--- config.mk ---
export PLATFORM = sky130hd
export DESIGN_NAME = tube_write_arbiter_flat
export DESIGN_NICKNAME = d
export VERILOG_FILES = /design/src/rtl/tube_write_arbiter_if.sv /design/src/rtl/tube_write_arbiter.sv /design/src/flat_wrapper.sv
export SDC_FILE = /design/constraint.sdc
export NUM_CORES = 1
export LEC_CHECK = 0
export CAP_MARGIN = 40
export CORE_AREA = 2 2 83 85
export DETAILED_ROUTE_END_ITERATION = 8
export DIE_AREA = 0 0 85 87
export PLACE_DENSITY_LB_ADDON = 0.3
export SYNTH_ARGS = -nofsm -noshare
export SYNTH_HDL_FRONTEND = slang
export SYNTH_SLANG_ARGS = --single-unit
export TNS_END_PERCENT = 30
--- constraint.sdc ---
create_clock -name clk -period 2.3 [get_ports clk]
set_clock_uncertainty 0.15 [all_clocks]
set_input_delay 0.345 -clock clk [delete_from_list [all_inputs] [get_ports clk]]
set_output_delay 0.345 -clock clk [all_outputs]
set_load 0.1 [all_outputs]
--- src/rtl/tube_write_arbiter_if.sv ---
// tube_write_arbiter_if: two requester ports plus the registered display-driver write bus
interface tube_write_arbiter_if;
  logic        req0, sel0, ack0;
  logic        req1, sel1, ack1;
  logic [31:0] wdata0, wdata1;
  logic        drv_we, busy, last_grant;
  logic [3:0]  drv_be;
  logic [31:0] drv_addr, drv_din;
  modport master (
    output req0, sel0, wdata0, req1, sel1, wdata1,
    input  ack0, ack1, drv_we, drv_be, drv_addr, drv_din, busy, last_grant
  );
  modport slave (
    input  req0, sel0, wdata0, req1, sel1, wdata1,
    output ack0, ack1, drv_we, drv_be, drv_addr, drv_din, busy, last_grant
  );
endinterface

--- src/rtl/tube_write_arbiter.sv ---
// tube_write_arbiter: round-robin sharing of the 7-segment display registers with a post-write hold window
module tube_write_arbiter #(
  parameter logic [31:0] BASE_ADDR   = 32'h0000_7f38,
  parameter int unsigned HOLD_CYCLES = 16,
  parameter int unsigned HOLD_W      = 8
) (
  input logic clk,
  input logic reset,
  tube_write_arbiter_if.slave bus
);
  typedef enum logic [1:0] {IDLE, WRITE, HOLD} state_e;
  localparam logic [HOLD_W-1:0] HOLD_LOAD = HOLD_W'(HOLD_CYCLES == 0 ? 0 : HOLD_CYCLES - 1);
  state_e            state_q, state_d;
  logic [HOLD_W-1:0] cnt_q, cnt_d;
  logic              rr_q, rr_d, gnt_q, gnt_d, last_q, last_d;
  logic              we_q, we_d, ack0_q, ack0_d, ack1_q, ack1_d, busy_q, busy_d;
  logic [3:0]        be_q, be_d;
  logic [31:0]       addr_q, addr_d, din_q, din_d;
  logic              g, s;
  logic [31:0]       d;
  always_comb begin
    g = (bus.req0 & bus.req1) ? rr_q : bus.req1;
    s = g ? bus.sel1 : bus.sel0;
    d = g ? bus.wdata1 : bus.wdata0;
    state_d = state_q;
    cnt_d   = cnt_q;
    rr_d    = rr_q;
    gnt_d   = gnt_q;
    last_d  = last_q;
    we_d    = 1'b0;
    ack0_d  = 1'b0;
    ack1_d  = 1'b0;
    be_d    = be_q;
    addr_d  = addr_q;
    din_d   = din_q;
    unique case (state_q)
      IDLE: if (bus.req0 | bus.req1) begin
        state_d = WRITE;
        gnt_d   = g;
        we_d    = 1'b1;
        ack0_d  = ~g;
        ack1_d  = g;
        be_d    = s ? 4'b0001 : 4'b1111;
        addr_d  = BASE_ADDR + {29'd0, s, 2'b00};
        din_d   = s ? {24'd0, d[7:0]} : d;
      end
      WRITE: begin
        last_d  = gnt_q;
        rr_d    = ~gnt_q;
        state_d = (HOLD_CYCLES == 0) ? IDLE : HOLD;
        cnt_d   = HOLD_LOAD;
      end
      HOLD: begin
        state_d = (cnt_q == '0) ? IDLE : HOLD;
        cnt_d   = (cnt_q == '0) ? '0 : cnt_q - HOLD_W'(1);
      end
      default: state_d = IDLE;
    endcase
    busy_d = state_d != IDLE;
  end
  always_ff @(posedge clk) begin
    if (reset) begin
      state_q <= IDLE;
      cnt_q   <= '0;
      rr_q    <= 1'b0;
      gnt_q   <= 1'b0;
      last_q  <= 1'b0;
      we_q    <= 1'b0;
      ack0_q  <= 1'b0;
      ack1_q  <= 1'b0;
      busy_q  <= 1'b0;
      be_q    <= '0;
      addr_q  <= '0;
      din_q   <= '0;
    end else begin
      state_q <= state_d;
      cnt_q   <= cnt_d;
      rr_q    <= rr_d;
      gnt_q   <= gnt_d;
      last_q  <= last_d;
      we_q    <= we_d;
      ack0_q  <= ack0_d;
      ack1_q  <= ack1_d;
      busy_q  <= busy_d;
      be_q    <= be_d;
      addr_q  <= addr_d;
      din_q   <= din_d;
    end
  end
  assign bus.ack0       = ack0_q;
  assign bus.ack1       = ack1_q;
  assign bus.drv_we     = we_q;
  assign bus.drv_be     = be_q;
  assign bus.drv_addr   = addr_q;
  assign bus.drv_din    = din_q;
  assign bus.busy       = busy_q;
  assign bus.last_grant = last_q;
endmodule

--- src/flat_wrapper.sv ---
// flat-port wrapper written by rule: the top's interface ports become plain ports
module tube_write_arbiter_flat 
#(
  parameter logic [31:0] BASE_ADDR   = 32'h0000_7f38,
  parameter int unsigned HOLD_CYCLES = 16,
  parameter int unsigned HOLD_W      = 8
)
  (clk, reset, bus_req0, bus_sel0, bus_wdata0, bus_req1, bus_sel1, bus_wdata1, bus_ack0, bus_ack1, bus_drv_we, bus_drv_be, bus_drv_addr, bus_drv_din, bus_busy, bus_last_grant);
  tube_write_arbiter_if bus_i ();
  input logic clk;
  input logic reset;
  input wire logic [$bits(bus_i.req0)-1:0] bus_req0;
  input wire logic [$bits(bus_i.sel0)-1:0] bus_sel0;
  input wire logic [$bits(bus_i.wdata0)-1:0] bus_wdata0;
  input wire logic [$bits(bus_i.req1)-1:0] bus_req1;
  input wire logic [$bits(bus_i.sel1)-1:0] bus_sel1;
  input wire logic [$bits(bus_i.wdata1)-1:0] bus_wdata1;
  output wire logic [$bits(bus_i.ack0)-1:0] bus_ack0;
  output wire logic [$bits(bus_i.ack1)-1:0] bus_ack1;
  output wire logic [$bits(bus_i.drv_we)-1:0] bus_drv_we;
  output wire logic [$bits(bus_i.drv_be)-1:0] bus_drv_be;
  output wire logic [$bits(bus_i.drv_addr)-1:0] bus_drv_addr;
  output wire logic [$bits(bus_i.drv_din)-1:0] bus_drv_din;
  output wire logic [$bits(bus_i.busy)-1:0] bus_busy;
  output wire logic [$bits(bus_i.last_grant)-1:0] bus_last_grant;
  assign bus_i.req0 = bus_req0;
  assign bus_i.sel0 = bus_sel0;
  assign bus_i.wdata0 = bus_wdata0;
  assign bus_i.req1 = bus_req1;
  assign bus_i.sel1 = bus_sel1;
  assign bus_i.wdata1 = bus_wdata1;
  assign bus_ack0 = bus_i.ack0;
  assign bus_ack1 = bus_i.ack1;
  assign bus_drv_we = bus_i.drv_we;
  assign bus_drv_be = bus_i.drv_be;
  assign bus_drv_addr = bus_i.drv_addr;
  assign bus_drv_din = bus_i.drv_din;
  assign bus_busy = bus_i.busy;
  assign bus_last_grant = bus_i.last_grant;
  tube_write_arbiter #(.BASE_ADDR(BASE_ADDR), .HOLD_CYCLES(HOLD_CYCLES), .HOLD_W(HOLD_W)) u_core (.clk(clk), .reset(reset), .bus(bus_i));
endmodule
After elaboration in Yosys (flattened, before gate mapping)

Cells that the tools add are included.

Reduce and logical (&&, ||, !) cells: 7
Bitwise gates (word level): 6
Eq/ne operators: 2
Muxes and demuxes: 11
Add/subtract/negate cells: 2

Operator list:

| cell                    | number |
|---|---|
| $mux W32                | 2 |
| $add A15 B3 Y16 const A | 1 |
| $pmux W8 S2             | 1 |
| $logic_not A8 Y1        | 1 |
| $mux W8                 | 1 |
| $sub A8 B1 Y8 const B   | 1 |
| $pmux W2 S3             | 1 |
| $mux W2                 | 2 |
| $mux W4                 | 1 |
| $not A1 Y1              | 4 |
| $reduce_bool A2 Y1      | 2 |
| $mux W1                 | 3 |
| $reduce_or A3 Y1        | 1 |
| $eq A2 B1 Y1 const B    | 1 |
| $eq A2 B2 Y1 const B    | 1 |
| $logic_not A2 Y1        | 1 |
| $reduce_and A2 Y1       | 1 |
| $reduce_or A2 Y1        | 1 |
| $and A1 B1 Y1           | 1 |
| $or A1 B1 Y1            | 1 |

Register bits: 85
Input bits: 70
Word-level logic and storage cells: 40
Output and inout port bits: 73

Logic depth before layout (Yosys ltp)

Gate-level depths: netlist (run 1).

Depth in word-level cells: 4
Depth in mapped cells: 8
Gate-level depth less buffers: 6

Worst setup path before layout (run 1)

Ideal clock, no wire load.

Path kind: register to register
From: register u_core.state_q[0]
To: register u_core.cnt_q[5]
Period minus slack after synthesis: 2.033 ns
Buffers on the path: 0
Path slack: 0.267 ns
Arrival: 1.764 ns
Required time: 2.031 ns
Library setup time: 0.119 ns
Stages on the path, launching flop included: 7
Cell sequence: dfxtp_1 > inv_1 > ha_1 > or4b_2 > nor3_1 > xnor2_1 > nor2_1

Longest elaborated chain between the ends: 2
Elaborated cells on any way between the ends: 4
Those cells by class: eq/ne (2); mux (1); reduce/logical (1)

RTL lines:

| what                                                     | line                     | RTL |
|---|---|---|
| from (decl)                                              | tube_write_arbiter.sv:13 | `state_e state_q, state_d;` |
| from (signal assigned)                                   | tube_write_arbiter.sv:76 | `state_q <= state_d;` |
| $eq A2 B2 Y1 / $eq A2 B1 Y1 (equally long branches)      | tube_write_arbiter.sv:36 | `unique case (state_q)` |
| $pmux W8 S2 / $reduce_bool A2 Y1 (equally long branches) | n/a                      |  |
| to (signal assigned)                                     | tube_write_arbiter.sv:77 | `cnt_q <= cnt_d;` |
| to (decl)                                                | tube_write_arbiter.sv:14 | `logic [HOLD_W-1:0] cnt_q, cnt_d;` |

Parallel ways exist; a longest one is shown, timed or not.
A chain may end at the register's enable or synchronous reset.

Worst setup path in the final report (run 1)

From: register u_core.state_q[1]
To: register u_core.cnt_q[7]

Same word-level chain as after synthesis.

==> out/results.txt, run 1 <==
status: finished clean
Peak VDD IR: 0.507 mV
reg2reg end: u_core.cnt_q[7]
CP Class: reg -> reg
Finished Cell Area: 3530 sq um
Hold Crit Class: reg -> reg
core area: 6570 sq um
RSZ-0062 raised after global routing: no
final hold vios: 0
combinational power share: 53.5%
Iteration-0 DRC Markers: 70
Max Slew Vio Count: 0
critical path startpoint category: flop
DR vias: 2082
hpwl dp: 4500 microns
switching share of power: 49.9%
Root Driver: clkbuf_8
fill count: 607
crit end category: flop
Antenna diodes: 0
Max FO, Critical Path: 4
worst setup path endpoint: u_core.cnt_q[7]
top_reg_cell synth: dfxtp_1
Post-DP Area: 3440 sq um
largest net degree at the start of global routing: 18
Total Power: 3.58 mW
First-pass DRT Iterations: 4
met1 Use GR: 19.5%
total track usage: 15.1%
Cells after Synth: 262
Tmin final: 2.10 ns
Post-Synth XOR/XNOR Area: 1.45%
Antenna Nets Post-Route: 0
synthesized area: 2410 sq um
final core occ: 53.7%
CP Launch Point: u_core.state_q[1]
Nets: 451
antenna violations before repair: 0
chip width: 85 microns
arrival time worst endpoint: 2.14 ns
register area share after synthesis: 43.2%
row count: 30
FFs w/ async S/R, synth: 0%
vias in the first global route: 1919
CTS resizes: 0
Die Area: 7400 sq um
gr ovfl total: 0
Reg power frac: 32.1%
Clk pin slew, worst setup/hold paths: 0.09 ns
num ports: 143
Worst-Margin Slew: 0.647 ns
CTS tree: built
PD cells: 1020 nW/um^2
MaxCap Viol Count: 0
Multi-input gate area: 1120 sq um
Num CTS Buffers: 5
Remaining DRCs: 0
overall routed net length: 5700 microns
wire per inst: 12.5 microns
clock share of power: 14.4%
Setup Viol. Count Final: 0
Compound-Gate Fraction of Synth Area: 13.3%
Num Clock Sinks: 52
Yosys warnings: 0
vias per cell: 4.57
Vert. Die Dim: 87 microns
H-tree depth: 2
layout cell share with drive strength beyond 1: 19.7%
clock latency on the worst-skew pair: 0.29 ns
#FFs+latches synth: 52
mux cell area share after synthesis: 11.2%
Fin Hold WS: 0.312 ns
sum of negative setup slack: 0 ns
final period utilization: 91.4%
area grow syn2layout: 46.2%
Req. time, crit path: 2.34 ns
main combinational cell family by area after synthesis: simple AND/OR/NAND/NOR gates
hold buffer count at cts: 0
Pint: 1.79 mW
Leakage Power: 1.62 nW
Post-Syn Area per Cell: 9.20 sq um
postcts setup bufs: 0
Synth cell types: 30
min-delay src: u_core.bus.drv_din[27]
Seq. cell area: 1040 sq um
adder-cell share of the synthesized area: 3.11%
Post-synth EDFFs: 0
Synth Area in Simple Gates: 14.0%
GRT busiest layer: met2
r2r startpoint: u_core.state_q[1]
relative slew slack: 56.7%
P_sw: 1.79 mW
Reg2Reg Setup Slack: 0.20 ns
first-pass GRT wire length: 9090 microns
grt met2 use: 25.1%
met3 GRT Util: 4.55%
initial core utilization: 36.7%
Placer Congestion: 0.803
CTS Buffer Depth: 2
fmax: 476 MHz
IO buf count: 121
Reg2Reg Depth: 6
Yosys cell counts, types with 6 or more instances:
master    number  area share [%]
nand2_1       31             4.8
mux2i_1       27              11
a21oi_1        7             1.5
ha_1           6             3.1
nor2_1        18             2.8
and2_1         9             2.3
a221o_1        8             3.3
buf_4         33              10
dfxtp_1       52              43
nor3_1         8             1.7
o21ai_0       23             4.8
inv_1          7             1.1
clkbuf_1       6            0.93
power groups by stage:
stage	Combinational [mW]	Sequential, mW	Clock, mW
after floorplan	0.947	1.79	0
after global placement	1.90	1.17	0
after detailed placement	1.92	1.16	0
after CTS	1.92	1.15	0.537
after global routing	2.01	1.17	0.564
final	1.92	1.15	0.517
per-layer routing:
layer | part of all wire, % | routed length, microns | vias up
met5 | 0 | 0 | -
met4 | 0.63 | 36 | 0
met3 | 7.6 | 432 | 5
met2 | 48 | 2750 | 87
met1 | 43 | 2480 | 934
li1 | - | - | 1056
registers in the layout, indices dropped and copies added, names as in the netlist:
signal / cells
u_core.bus.ack0: 1
u_core.bus.ack1: 1
u_core.bus.busy: 1
u_core.bus.drv_addr: 1
u_core.bus.drv_be: 2
u_core.bus.drv_din: 32
u_core.bus.drv_we: 1
u_core.bus.last_grant: 1
u_core.cnt_q: 8
u_core.gnt_q: 1
u_core.rr_q: 1
u_core.state_q: 2
worst min-delay path by stage:
stage	end	slack, ns	depth (start not counted)
after detailed placement	u_core.bus.drv_din[27]	0.29	2
final	u_core.bus.drv_din[27]	0.31	2
after global routing	u_core.bus.drv_din[30]	0.33	2
after CTS	u_core.bus.drv_din[27]	0.31	2
after floorplan	u_core.gnt_q	0.30	1
after global placement	u_core.bus.drv_din[18]	0.28	2
kinds of logic (layout without fill, tap and decap cells):
family,count (synthesis),in the layout
simple gates,73,73
flops,52,52
buf+inv,51,145
compound gates,48,48
mux,27,27
fa+ha+maj,6,6
xor+xnor,4,4
other cells,1,21
cell usage in the layout, fill, tap and decap left out, types with 7 or more instances in the layout:
cell and instances:
inv_1 7, nand2_1 31, clkdlybuf4s50_1 69, and2_1 9, o21ai_0 23, mux2i_1 27, a221o_1 8, dfxtp_1 52
conb_1 21, nor3_1 8, nor2_1 17, buf_4 61, a21oi_1 7
worst max-delay path: stages, from the launching register on:
cell and delay, ns:
dfxtp_1 0.39, inv_1 0.08, ha_1 0.30, or4b_2 0.66, nor3_1 0.22, xnor2_1 0.14, nor2_1 0.05
metrics by stage:
| step | setup WS (ns) | instances |
|---|---|---|
| floorplan | 0.267 | 282 |
| detailed placement | 0.121 | 448 |
| CTS | 0.183 | 456 |
| global placement | 0.174 | 448 |
| finish | 0.197 | 456 |
| global route | 0.0661 | 456 |
final cells by class:
type	instances	share of cell area (%)
inverter	7	0.745
timing repair buffer	130	32.6
clock buffer	8	2.56
sequential	52	29.5
multi-input combinational	179	31.8
tap	80	2.84
Power figures use the tool's default switching activity.
==> inputs of run 2 (changes only) <==
--- a/config.mk
+++ b/config.mk
@@ -6,9 +6,9 @@
 export NUM_CORES = 1
 export LEC_CHECK = 0
 export CAP_MARGIN = 40
-export CORE_AREA = 2 2 83 85
+export CORE_AREA = 2 2 86 88
 export DETAILED_ROUTE_END_ITERATION = 8
-export DIE_AREA = 0 0 85 87
+export DIE_AREA = 0 0 88 90
 export PLACE_DENSITY_LB_ADDON = 0.3
 export SYNTH_ARGS = -nofsm -noshare
 export SYNTH_HDL_FRONTEND = slang
==> run 2 against run 1 <==
Net effect: sequential power about the same; via count increased by 1.5%; final area increased by 0.18%; utilization decreased by 3.4 points; fmax decreased by 3.5%; sequential cell count unchanged; first-iteration DRC count increased by 2.9%; worst setup slack got worse by 0.077 ns; clock power increased by 3%; sequential share of layout area decreased by 0.052 points; die area increased by 7.1%; highest routed layer unchanged.
==> out/results.txt, run 2 (synthesis results as in run 1) <==
vias per cell: 4.48
layout cell share with drive strength beyond 1: 19.3%
Setup Viol. Count Final: 0
Peak VDD IR: 0.402 mV
Finished Cell Area: 3530 sq um
Nets: 448
Num CTS Buffers: 5
leading cell type in the layout, fill and taps excluded: clkdlybuf4s50_1
RSZ-0062 raised after global routing: no
Die Area: 7920 sq um
highest-delay cell along the critical path: or4b_2
core area: 7020 sq um
Vert. Die Dim: 90 microns
antenna violations before repair: 0
gr ovfl total: 0
Root Driver: clkbuf_8
Req. time, crit path: 2.35 ns
Critical Path Max Stage Delay: 0.68 ns
crit end category: flop
CTS Buffer Depth: 2
first-pass GRT wire length: 9540 microns
hold buffer count at cts: 0
critical path startpoint category: flop
Largest register FFs: 32
largest net degree at the start of global routing: 26
Antenna Nets Post-Route: 0
Clk pin slew, worst setup/hold paths: 0.09 ns
Iteration-0 DRC Markers: 72
status: finished clean
Remaining DRCs: 0
H-tree depth: 2
row count: 31
DR vias: 2114
initial core utilization: 34.3%
overall routed net length: 5960 microns
PD cells: 1020 nW/um^2
CP Class: reg -> reg
First-pass DRT Iterations: 4
Placer Congestion: 0.803
Hold Crit Class: reg -> reg
final period utilization: 94.8%
IO buf count: 121
Leakage Power: 1.61 nW
fill count: 679
Max FO, Critical Path: 7
chip width: 88 microns
vias in the first global route: 2116
Post-DP Area: 3440 sq um
MaxCap Viol Count: 0
wire per inst: 12.6 microns
clock latency on the worst-skew pair: 0.30 ns
Finished Layout Cells: 472
Num Clock Sinks: 52
fmax: 459 MHz
DP Cell Count: 464
final hold vios: 0
final core occ: 50.3%
Tmin final: 2.18 ns
CTS tree: built
WP buf/inv: 1
area grow syn2layout: 46.5%
Worst-Margin Slew: 0.717 ns
sum of negative setup slack: 0 ns
Reg2Reg Depth: 6
CP Depth: 6
relative slew slack: 52.0%
total track usage: 15.2%
worst hold stages: 2
arrival time worst endpoint: 2.23 ns
hpwl dp: 4610 microns
top cell family by delay on the critical path: simple AND/OR/NAND/NOR gates
most frequent cells in the layout: clkdlybuf4s50_1, buf_4, dfxtp_1
num ports: 143
worst-path cell chain: inv_1 -> ha_1 -> or4b_2 -> nor3_1 -> xnor2_1 -> nor2_1
Max Slew Vio Count: 0
Antenna diodes: 0
run 2: changes by cell type in the layout (fill, tap and decap cells not counted), sizes merged:
cell / before / now
buf: 61 / 58
run 2: final cells by class:
type / instances / area, sq um / area share, %
inverter: 7 / 26.3 / 0.744
tap: 99 / 124 / 3.51
timing repair buffer: 127 / 1130 / 31.9
multi-input combinational: 179 / 1120 / 31.8
sequential: 52 / 1040 / 29.5
clock buffer: 8 / 90.1 / 2.55
run 2: through the flow:
stage / setup WS (ns) / hold slack [ns] / total power, mW
after floorplan: 0.267 / 0.299 / 2.74
after global routing: 0.00289 / 0.330 / 3.76
after detailed placement: 0.131 / 0.296 / 3.08
after CTS: 0.122 / 0.309 / 3.61
final: 0.120 / 0.309 / 3.59
after global placement: 0.179 / 0.285 / 3.06
run 2: power breakdown:
| group | internal [mW] | total [mW] | leakage (nW) | switching (mW) |
|---|---|---|---|---|
| clock | 0.246 | 0.535 | 0.0455 | 0.289 |
| sequential | 1.04 | 1.15 | 0.427 | 0.102 |
| combinational | 0.493 | 1.90 | 1.14 | 1.41 |
run 2: timing repair:
item                                    CTS  global route
gates resized for setup                   0             1
endpoints found under the setup margin    0             1
setup buffers                             0             0
run 2: worst min-delay path, stage by stage (launching register included):
cell     delay (ns)
dfxtp_1        0.33
nand2_1        0.04
o21ai_0        0.05
run 2: path summary, 6_finish.rpt:
| path | end | slack (ns) | startpoint |
|---|---|---|---|
| worst min-delay path | u_core.bus.drv_din[27] | 0.31 | u_core.bus.drv_din[27] |
| worst max-delay path | u_core.cnt_q[5] | 0.12 | u_core.state_q[0] |
| worst min register to register | u_core.bus.drv_din[27] | 0.31 | u_core.bus.drv_din[27] |
| worst max register to register | u_core.cnt_q[5] | 0.12 | u_core.state_q[0] |
run 2: metal layers:
metal	vias to the layer above	track usage, %	wire, microns
li1	1051	-	-
met1	955	17.1	2340
met2	96	25.5	2920
met3	12	5.69	575
met4	0	5.90	131
met5	-	0	0
